[config.mk]
export PLATFORM = sky130hd
export DESIGN_NAME = alu_seq
export DESIGN_NICKNAME = d
export VERILOG_FILES = /design/src/rtl/alu_pkg.sv /design/src/rtl/alu_iter_unit.sv /design/src/rtl/alu_seq.sv
export SDC_FILE = /design/constraint.sdc
export NUM_CORES = 1
export LEC_CHECK = 0
export ABC_CLOCK_PERIOD_IN_PS = 4880
export BUFFER_PORTS_ARGS = -buffer_cell sky130_fd_sc_hd__buf_4
export CORE_AREA = 3 3 151 153
export DETAILED_ROUTE_END_ITERATION = 8
export DIE_AREA = 0 0 154 156
export PLACE_DENSITY = 0.74
export SKIP_LAST_GASP = 1
export SYNTH_ARGS = -nofsm -noshare
export SYNTH_HDL_FRONTEND = slang
export SYNTH_HIERARCHICAL = 1
export SYNTH_SLANG_ARGS = --single-unit
[constraint.sdc]
create_clock -name clk -period 4.88 [get_ports clk]
set_input_delay 0.244 -clock clk [delete_from_list [all_inputs] [get_ports clk]]
set_output_delay 0.244 -clock clk [all_outputs]
set_load 0.03 [all_outputs]
[src/rtl/alu_pkg.sv]
// alu_pkg: shared definitions for the sequential ALU (alu_seq) and its
// iterative shift/multiply unit (alu_iter_unit).
//   - OP_W          : operation-code width
//   - OP_*          : operation codes
//   - state_t       : control states of alu_seq
// Optional feature macro: ALU_SEQ_MUL_EN adds the MUL state (op 11).
package alu_pkg;

  localparam int OP_W = 4;

  localparam logic [OP_W-1:0] OP_AND  = 4'd0;
  localparam logic [OP_W-1:0] OP_OR   = 4'd1;
  localparam logic [OP_W-1:0] OP_XOR  = 4'd2;
  localparam logic [OP_W-1:0] OP_NOR  = 4'd3;
  localparam logic [OP_W-1:0] OP_ADD  = 4'd4;
  localparam logic [OP_W-1:0] OP_SUB  = 4'd5;
  localparam logic [OP_W-1:0] OP_SLT  = 4'd6;
  localparam logic [OP_W-1:0] OP_SLL  = 4'd7;
  localparam logic [OP_W-1:0] OP_SRL  = 4'd8;
  localparam logic [OP_W-1:0] OP_SRA  = 4'd9;
  localparam logic [OP_W-1:0] OP_SLTU = 4'd10;
  localparam logic [OP_W-1:0] OP_MUL  = 4'd11;

`ifdef ALU_SEQ_MUL_EN
  typedef enum logic [1:0] {
    ST_IDLE  = 2'd0,
    ST_SHIFT = 2'd1,
    ST_MUL   = 2'd2
  } state_t;
`else
  typedef enum logic [1:0] {
    ST_IDLE  = 2'd0,
    ST_SHIFT = 2'd1
  } state_t;
`endif

endpackage

[src/rtl/alu_iter_unit.sv]
// alu_iter_unit: multi-cycle working register for alu_seq.
// Shifts one bit per cycle (SLL/SRL/SRA); with ALU_SEQ_MUL_EN it also runs an
// unsigned shift-add multiply, one multiplier bit per cycle, WIDTH cycles.
// Ports:
//   clk, rst       : clock, synchronous active-high reset
//   start          : load operands and begin (pulse, only from alu_seq IDLE)
//   op             : operation being started
//   a              : operand A (value to shift / multiplicand)
//   shamt          : shift amount, must be non-zero when start is used for a shift
//   b              : multiplier (ALU_SEQ_MUL_EN only)
//   done           : the step taken this cycle is the last one
//   result         : value after this cycle's step (meaningful when done)
//   hi_nz          : upper product half is non-zero (ALU_SEQ_MUL_EN only)
module alu_iter_unit
  import alu_pkg::*;
#(
  parameter int WIDTH = 32,
  parameter int SHW   = $clog2(WIDTH)
) (
  input  logic             clk,
  input  logic             rst,
  input  logic             start,
  input  logic [OP_W-1:0]  op,
  input  logic [WIDTH-1:0] a,
  input  logic [SHW-1:0]   shamt,
`ifdef ALU_SEQ_MUL_EN
  input  logic [WIDTH-1:0] b,
  output logic             hi_nz,
`endif
  output logic             done,
  output logic [WIDTH-1:0] result
);

  // Counter must hold WIDTH for the multiply, hence one bit more than SHW.
  localparam int CW = SHW + 1;

  logic [OP_W-1:0]  op_q, op_d;
  logic [WIDTH-1:0] work_q, work_d;
  logic [CW-1:0]    cnt_q, cnt_d;
  logic [WIDTH-1:0] shift_step_s;

`ifdef ALU_SEQ_MUL_EN
  logic [2*WIDTH-1:0] prod_q, prod_d;
  logic [2*WIDTH-1:0] prod_step_s;
  logic [WIDTH-1:0]   mcand_q, mcand_d;
  logic [WIDTH:0]     part_s;

  // One shift-add step: add multiplicand into the high half when the current
  // multiplier bit (prod lsb) is set, then shift the whole product right.
  always_comb begin
    part_s      = {1'b0, prod_q[2*WIDTH-1:WIDTH]} +
                  (prod_q[0] ? {1'b0, mcand_q} : {(WIDTH+1){1'b0}});
    prod_step_s = {part_s, prod_q[WIDTH-1:1]};
  end
`endif

  // One-bit step of the shifter.
  always_comb begin
    case (op_q)
      OP_SLL:  shift_step_s = {work_q[WIDTH-2:0], 1'b0};
      OP_SRL:  shift_step_s = {1'b0, work_q[WIDTH-1:1]};
      // The top bit never changes under SRA, so it still holds the original sign.
      OP_SRA:  shift_step_s = {work_q[WIDTH-1], work_q[WIDTH-1:1]};
      default: shift_step_s = work_q;
    endcase
  end

  // Load on start, otherwise step while the counter is non-zero.
  always_comb begin
    op_d    = op_q;
    work_d  = work_q;
    cnt_d   = cnt_q;
`ifdef ALU_SEQ_MUL_EN
    prod_d  = prod_q;
    mcand_d = mcand_q;
`endif
    if (start) begin
      op_d   = op;
      work_d = a;
      cnt_d  = {1'b0, shamt};
`ifdef ALU_SEQ_MUL_EN
      prod_d  = {{WIDTH{1'b0}}, b};
      mcand_d = a;
      if (op == OP_MUL) begin
        cnt_d = CW'(WIDTH);
      end else begin
        cnt_d = {1'b0, shamt};
      end
`endif
    end else if (cnt_q != {CW{1'b0}}) begin
      work_d = shift_step_s;
      cnt_d  = cnt_q - CW'(1);
`ifdef ALU_SEQ_MUL_EN
      prod_d = prod_step_s;
`endif
    end else begin
      cnt_d = {CW{1'b0}};
    end
  end

  // Result and completion flag seen by alu_seq.
  always_comb begin
    done = (cnt_q == CW'(1));
`ifdef ALU_SEQ_MUL_EN
    hi_nz = |prod_step_s[2*WIDTH-1:WIDTH];
    if (op_q == OP_MUL) begin
      result = prod_step_s[WIDTH-1:0];
    end else begin
      result = shift_step_s;
    end
`else
    result = shift_step_s;
`endif
  end

  // State registers with synchronous reset.
  always_ff @(posedge clk) begin
    if (rst) begin
      op_q    <= OP_AND;
      work_q  <= {WIDTH{1'b0}};
      cnt_q   <= {CW{1'b0}};
`ifdef ALU_SEQ_MUL_EN
      prod_q  <= {(2*WIDTH){1'b0}};
      mcand_q <= {WIDTH{1'b0}};
`endif
    end else begin
      op_q    <= op_d;
      work_q  <= work_d;
      cnt_q   <= cnt_d;
`ifdef ALU_SEQ_MUL_EN
      prod_q  <= prod_d;
      mcand_q <= mcand_d;
`endif
    end
  end

endmodule

[src/rtl/alu_seq.sv]
// alu_seq: registered ALU with valid/ready request handshake and a one-cycle
// out_valid pulse. Logic, add/sub, signed/unsigned compare complete in one
// cycle; non-zero shifts run one bit per cycle in alu_iter_unit.
// Optional feature macro: ALU_SEQ_MUL_EN enables op 11 (MUL, WIDTH cycles).
// WIDTH must be a power of 2 and at least 4.
// Ports:
//   clk, rst            : clock, synchronous active-high reset
//   in_valid / in_ready : request handshake (in_ready high only in IDLE)
//   alu_op, a, b        : operation and operands (b[SHW-1:0] = shift amount)
//   out_valid           : one-cycle pulse when f and flags update
//   f, zf, of, cf       : result and flags, held between out_valid pulses
module alu_seq
  import alu_pkg::*;
#(
  parameter  int WIDTH = 32,
  localparam int SHW   = $clog2(WIDTH)
) (
  input  logic             clk,
  input  logic             rst,
  input  logic             in_valid,
  output logic             in_ready,
  input  logic [OP_W-1:0]  alu_op,
  input  logic [WIDTH-1:0] a,
  input  logic [WIDTH-1:0] b,
  output logic             out_valid,
  output logic [WIDTH-1:0] f,
  output logic             zf,
  output logic             of,
  output logic             cf
);

  state_t           state_q, state_d;
  logic [WIDTH-1:0] f_q, f_d;
  logic             zf_q, zf_d;
  logic             of_q, of_d;
  logic             cf_q, cf_d;
  logic             out_valid_q, out_valid_d;

  logic [WIDTH:0]   sum_s;
  logic [WIDTH:0]   diff_s;
  logic [WIDTH-1:0] single_f_s;
  logic             single_of_s;
  logic             single_cf_s;
  logic [SHW-1:0]   shamt_s;
  logic             is_shift_s;
  logic             is_mul_s;
  logic             iter_op_s;
  logic             iter_start_s;
  logic             iter_done_s;
  logic [WIDTH-1:0] iter_result_s;
`ifdef ALU_SEQ_MUL_EN
  logic             iter_hi_nz_s;
`endif

  assign in_ready  = (state_q == ST_IDLE);
  assign out_valid = out_valid_q;
  assign f         = f_q;
  assign zf        = zf_q;
  assign of        = of_q;
  assign cf        = cf_q;

  assign shamt_s    = b[SHW-1:0];
  assign is_shift_s = (alu_op == OP_SLL) || (alu_op == OP_SRL) || (alu_op == OP_SRA);
`ifdef ALU_SEQ_MUL_EN
  assign is_mul_s   = (alu_op == OP_MUL);
`else
  assign is_mul_s   = 1'b0;
`endif
  // Zero-amount shifts finish in one cycle; only real work goes iterative.
  assign iter_op_s    = (is_shift_s && (shamt_s != {SHW{1'b0}})) || is_mul_s;
  assign iter_start_s = in_valid && (state_q == ST_IDLE) && iter_op_s;

  alu_iter_unit #(
    .WIDTH (WIDTH),
    .SHW   (SHW)
  ) u_iter (
    .clk    (clk),
    .rst    (rst),
    .start  (iter_start_s),
    .op     (alu_op),
    .a      (a),
    .shamt  (shamt_s),
`ifdef ALU_SEQ_MUL_EN
    .b      (b),
    .hi_nz  (iter_hi_nz_s),
`endif
    .done   (iter_done_s),
    .result (iter_result_s)
  );

  // Single-cycle result and flags for the op currently presented.
  always_comb begin
    sum_s       = {1'b0, a} + {1'b0, b};
    diff_s      = {1'b0, a} - {1'b0, b};
    single_f_s  = {WIDTH{1'b0}};
    single_of_s = 1'b0;
    single_cf_s = 1'b0;
    case (alu_op)
      OP_AND:  single_f_s = a & b;
      OP_OR:   single_f_s = a | b;
      OP_XOR:  single_f_s = a ^ b;
      OP_NOR:  single_f_s = ~(a | b);
      OP_ADD: begin
        single_f_s  = sum_s[WIDTH-1:0];
        single_cf_s = sum_s[WIDTH];
        single_of_s = (a[WIDTH-1] == b[WIDTH-1]) && (sum_s[WIDTH-1] != a[WIDTH-1]);
      end
      OP_SUB: begin
        single_f_s  = diff_s[WIDTH-1:0];
        // The extra bit of the widened subtraction is the unsigned borrow.
        single_cf_s = diff_s[WIDTH];
        single_of_s = (a[WIDTH-1] != b[WIDTH-1]) && (diff_s[WIDTH-1] != a[WIDTH-1]);
      end
      OP_SLT:  single_f_s = {{(WIDTH-1){1'b0}}, ($signed(a) < $signed(b))};
      OP_SLTU: single_f_s = {{(WIDTH-1){1'b0}}, (a < b)};
      OP_SLL, OP_SRL, OP_SRA: single_f_s = a;
      default: single_f_s = {WIDTH{1'b0}};
    endcase
  end

  // Control: accept in IDLE, wait for the iterative unit in SHIFT/MUL.
  always_comb begin
    state_d     = state_q;
    f_d         = f_q;
    of_d        = of_q;
    cf_d        = cf_q;
    out_valid_d = 1'b0;
    case (state_q)
      ST_IDLE: begin
        if (in_valid && iter_op_s) begin
`ifdef ALU_SEQ_MUL_EN
          state_d = is_mul_s ? ST_MUL : ST_SHIFT;
`else
          state_d = ST_SHIFT;
`endif
        end else if (in_valid) begin
          f_d         = single_f_s;
          of_d        = single_of_s;
          cf_d        = single_cf_s;
          out_valid_d = 1'b1;
        end else begin
          state_d = ST_IDLE;
        end
      end
      ST_SHIFT: begin
        if (iter_done_s) begin
          state_d     = ST_IDLE;
          f_d         = iter_result_s;
          of_d        = 1'b0;
          cf_d        = 1'b0;
          out_valid_d = 1'b1;
        end else begin
          state_d = ST_SHIFT;
        end
      end
`ifdef ALU_SEQ_MUL_EN
      ST_MUL: begin
        if (iter_done_s) begin
          state_d     = ST_IDLE;
          f_d         = iter_result_s;
          of_d        = 1'b0;
          cf_d        = iter_hi_nz_s;
          out_valid_d = 1'b1;
        end else begin
          state_d = ST_MUL;
        end
      end
`endif
      default: state_d = ST_IDLE;
    endcase
    // zf follows the new f only when a result is published.
    zf_d = out_valid_d ? (f_d == {WIDTH{1'b0}}) : zf_q;
  end

  // Registered state, result and flags with synchronous reset.
  always_ff @(posedge clk) begin
    if (rst) begin
      state_q     <= ST_IDLE;
      f_q         <= {WIDTH{1'b0}};
      zf_q        <= 1'b1;
      of_q        <= 1'b0;
      cf_q        <= 1'b0;
      out_valid_q <= 1'b0;
    end else begin
      state_q     <= state_d;
      f_q         <= f_d;
      zf_q        <= zf_d;
      of_q        <= of_d;
      cf_q        <= cf_d;
      out_valid_q <= out_valid_d;
    end
  end

endmodule

==> results_tabular.tex <==
\begin{tabular}{lr}
\hline
Metric & Value \\
\hline
\multicolumn{2}{l}{\textbf{CTS}} \\
\quad Clock tree root buffer cell & sky130\_fd\_sc\_hd\_\_clkbuf\_16 \\
\quad CTS sink count & 79 \\
\quad Clock insertion delay at the later pin of the skew report & 340 ps \\
\quad Hold\_buf cts & 0 \\
\quad Quantity of gates resized following cts & 0 \\
\quad Post-CTS repair timing setup buffer count & 0 \\
\quad Maximum root-to-sink buffer count & 2 \\
\quad H-Tree Level Count & 3 \\
\quad Clock edge transition at the registers on the reported setup and hold paths & 60 ps \\
\quad CTS tree & yes \\
\quad Number of buffers added by the clock tree synthesis step & 9 \\
\multicolumn{2}{l}{\textbf{Logic synthesis}} \\
\quad Top flip-flop cell by instance count after synthesis & sky130\_fd\_sc\_hd\_\_dfxtp\_1 \\
\quad Combined area of all synthesized cells & 10700 sq um \\
\quad Number of different library cells in the post-synthesis netlist & 92 \\
\quad Total of flip-flops plus latches after synthesis & 79 \\
\quad Cell types with the highest counts after synthesis & sky130\_fd\_sc\_hd\_\_nand2\_1 (220), sky130\_fd\_sc\_hd\_\_a21oi\_1 (129), sky130\_fd\_sc\_hd\_\_nor2\_1 (119) \\
\quad Cells taking the most area after synthesis & sky130\_fd\_sc\_hd\_\_dfxtp\_1 (15\%), sky130\_fd\_sc\_hd\_\_ha\_1 (11\%), sky130\_fd\_sc\_hd\_\_nand2\_1 (7.7\%), sky130\_fd\_sc\_hd\_\_a21oi\_1 (6.0\%), sky130\_fd\_sc\_hd\_\_mux2i\_1 (4.7\%) \\
\quad Net count of the mapped netlist & 1691 \\
\quad Total of warnings raised by yosys & 6 \\
\quad Sequential element share of the synthesized area & 14.8\% \\
\quad Mean instance size in the synthesized netlist & about 7 sq um \\
\quad Most common cell in the netlist & sky130\_fd\_sc\_hd\_\_nand2\_1 \\
\quad Synth Instances & 1520 \\
\quad Number of synthesized flops with an enable pin & 0 \\
\quad Area share of the leading cell type in the synthesized netlist & 14.8\% \\
\quad Largest area contributor in the netlist & sky130\_fd\_sc\_hd\_\_dfxtp\_1 \\
\quad Ys async rst share & 0\% \\
\multicolumn{2}{l}{\textbf{Placed design}} \\
\quad Dpl cell area & around 12000 sq um \\
\quad Gpl congestion & $\sim$1.1 \\
\quad HPWL after detailed placement & 34700 um \\
\quad Total of buffers placed on input and output ports & $\sim$110 \\
\multicolumn{2}{l}{\textbf{Die}} \\
\quad Core area & $\sim$22000 sq um \\
\quad Vertical die dimension & approximately 160 um \\
\quad Top-Level Pins & 108 \\
\quad Total Die Area & 24000 sq um \\
\quad Horizontal die dimension & 154 um \\
\quad Core Rows & 54 \\
\quad Initial standard-cell utilization of the core & 49.3\% \\
\multicolumn{2}{l}{\textbf{Route}} \\
\quad Routed length per instance & roughly 24 um \\
\quad DRC errors left & 0 \\
\quad Wire length reported by the detailed router & 44700 um \\
\quad Antenna Nets Post-Route & 0 \\
\quad WL met3 & 6000 um \\
\quad Max Used Layer & met5 \\
\quad Initial drt markers & 1579 \\
\quad M1 wire length & 18700 um \\
\quad Pre-antenna DRT Iters & 8 \\
\quad Met2 layer wire length in the routed design & 18800 um \\
\quad Routed vias/inst & 6.61 \\
\quad Number of vias after detailed routing & approximately 12000 \\
\multicolumn{2}{l}{\textbf{STA}} \\
\quad Max-slew violation count & 0 \\
\quad Total negative setup slack & 0 ps \\
\quad Final setup vio count & 0 \\
\quad Unrepaired setup endpoints after global routing & false \\
\quad Final clock skew & 7.32 ps \\
\quad Least-Margin Pin Slew & 1450 ps \\
\quad Upper clock frequency limit & 220 MHz \\
\quad Final period demand of the worst path & 4540 ps \\
\quad Part of the cycle the worst path needs & 93.1\% \\
\quad Rel. slew slack & 2.79\% \\
\quad Fin. Hold Viols & 0 \\
\multicolumn{2}{l}{\textbf{Critical path}} \\
\quad Stages on the worst setup path & 14 \\
\quad Worst endpoint required time & just over 5000 ps \\
\quad Cells along the critical path & nor4\_4, and2\_2, nand2\_1, mux2i\_1, a21oi\_1, a221oi\_1, o311ai\_1, a21o\_1, o211ai\_1, nor4b\_1, nand4\_1, nor4\_2, nand4\_1, o31ai\_2 \\
\quad Most frequent CP cell & sky130\_fd\_sc\_hd\_\_nand4\_1 \\
\quad Max Fanout on Critical Path & 12 \\
\quad Max stage delay cell, worst path & sky130\_fd\_sc\_hd\_\_and2\_2 \\
\quad Top cell family by delay on the critical path & simple AND/OR/NAND/NOR gates \\
\quad Type of destination of the critical path & flop \\
\quad Worst Reg-to-Reg Cells & 14 \\
\quad Delay of the slowest cell on the worst path & 460 ps \\
\quad Buf+Inv Stages, Crit Path & 0 \\
\quad Critical setup path kind & reg2reg \\
\quad Critical path launch point type & flop \\
\quad Arr. time, crit path & 4800 ps \\
\multicolumn{2}{l}{\textbf{Power and ir drop}} \\
\quad Highest ir drop seen on vdd & 176 uV \\
\quad Power density normalized to cell area & 243 nW/um\^{}2 \\
\quad Leakage power & 5.04 nW \\
\multicolumn{2}{l}{\textbf{GRT}} \\
\quad Via count of the first global-routing pass & 11240 \\
\quad Global-route wire length before repair & roughly 67000 um \\
\quad Number of antenna violations at the first check in global routing & 3 \\
\quad Total routing usage reported by global routing & 35.2\% \\
\quad Aggregate global routing overflow & 0 \\
\quad Largest net degree at the start of global routing & 52 \\
\multicolumn{2}{l}{\textbf{Min path}} \\
\quad Worst hold-check path type & in2reg \\
\quad Hold Path Depth & 3 \\
\multicolumn{2}{l}{\textbf{Final layout}} \\
\quad Number of nets in the layout & $\sim$1700 \\
\quad Multi-input gate area & slightly above 8000 sq um \\
\quad Sequential cell area in the final layout & between 1500 and 2000 sq um \\
\quad Cell area after layout & 11900 sq um \\
\quad Area growth from synthesis to layout & 11.7\% \\
\quad Fraction of layout instances using a drive strength above 1 & 12.5\% \\
\quad Count of inserted antenna diode cells & 0 \\
\quad Number of fill cells in the layout & 2098 \\
\multicolumn{2}{l}{\textbf{Status}} \\
\quad Result of the run & completed \\
\multicolumn{2}{l}{\textbf{Run}} \\
\quad Number of max-cap violations & 0 \\
\hline
\end{tabular}
## per-stage QoR
step	instances	power (mW)	worst slack (ps)	hold WS (ps)	util, %
floorplan	1520	1.73	1400	310	-
global placement	1836	2.15	419	504	53.6
detailed placement	1836	2.16	473	502	53.6
CTS	1852	2.85	470	164	55.0
global route	1852	3.03	186	175	55.0
finish	1852	2.90	337	167	55.0
## final cells by class
| type | instances | share of cell area, % |
|---|---|---|
| repair buffers | 139 | 8.74 |
| well taps | 280 | 2.93 |
| inverters | 111 | 3.49 |
| multi-input cells | 1227 | 69.0 |
| flip-flops and latches | 79 | 13.2 |
| clock buffers | 13 | 2.26 |
| clock inverters | 3 | 0.335 |
## layer usage
| layer | GRT usage, % | vias up |
|---|---|---|
| met3 | 11.1 | 91 |
| met2 | 52.1 | 814 |
| li1 | - | 5633 |
| met1 | 49.3 | 5698 |
| met4 | 10.1 | 4 |
| met5 | 0 | - |
## report_power, final
group	switching [mW]	leakage [nW]	internal (mW)
clock	0.264	0.156	0.437
sequential	0.0620	0.642	0.696
combinational	0.930	4.24	0.513
## worst min-delay path: cells and delay by family
| kind | cells | cell delay, ps |
|---|---|---|
| buf+inv | 1 | 120 |
| compound gates | 1 | 60 |
| simple gates | 1 | 50 |
## logic make-up (layout without fill, tap and decap cells)
group           after synthesis  in the layout  share of synthesized area [%]
compound gates              506            506                           33.0
fa+ha+maj                   100            100                           11.8
simple gates                507            507                           21.9
buf+inv                     214            266                           8.32
xor+xnor                     55             55                           4.51
flops                        79             79                           14.8
mux                          59             59                           5.63
## flip-flops by register name, summed over array words and instances (netlist names)
signal	count
out_valid	1
u_iter/cnt_q	6
u_iter/work_q	32
cf	1
zf	1
f	32
u_iter/op_q	4
of	1
state_q	1
## cell usage in the layout (no fill, tap or decap), types with 8 or more instances in the layout
cell type and instances:
sky130_fd_sc_hd__xnor2_1 47, sky130_fd_sc_hd__nand2_1 220, sky130_fd_sc_hd__nand4_1 20, sky130_fd_sc_hd__ha_1 98, sky130_fd_sc_hd__o31ai_1 21, sky130_fd_sc_hd__nor2_1 116, sky130_fd_sc_hd__a21o_1 11, sky130_fd_sc_hd__buf_4 139
sky130_fd_sc_hd__nand3_1 22, sky130_fd_sc_hd__xor2_1 8, sky130_fd_sc_hd__o211ai_1 20, sky130_fd_sc_hd__dfxtp_1 79, sky130_fd_sc_hd__nor3_1 26, sky130_fd_sc_hd__o21bai_1 8, sky130_fd_sc_hd__a22oi_1 48, sky130_fd_sc_hd__a21oi_1 129
sky130_fd_sc_hd__nand2b_1 18, sky130_fd_sc_hd__nor2b_1 20, sky130_fd_sc_hd__nor4_1 13, sky130_fd_sc_hd__o221ai_1 32, sky130_fd_sc_hd__a221oi_1 19, sky130_fd_sc_hd__clkbuf_16 9, sky130_fd_sc_hd__mux2_2 9, sky130_fd_sc_hd__o21ai_0 74
sky130_fd_sc_hd__a211oi_1 22, sky130_fd_sc_hd__mux2i_1 50, sky130_fd_sc_hd__a31oi_1 14, sky130_fd_sc_hd__inv_1 109
## final timing paths
path | startpoint | endpoint | slack [ps]
max | u_iter/cnt_q[3] | zf | 340
min | a[28] | u_iter/work_q[28] | 170
max reg2reg | u_iter/cnt_q[3] | zf | 340
min reg2reg | of | of | 510
(Power assumes the default switching activity.)
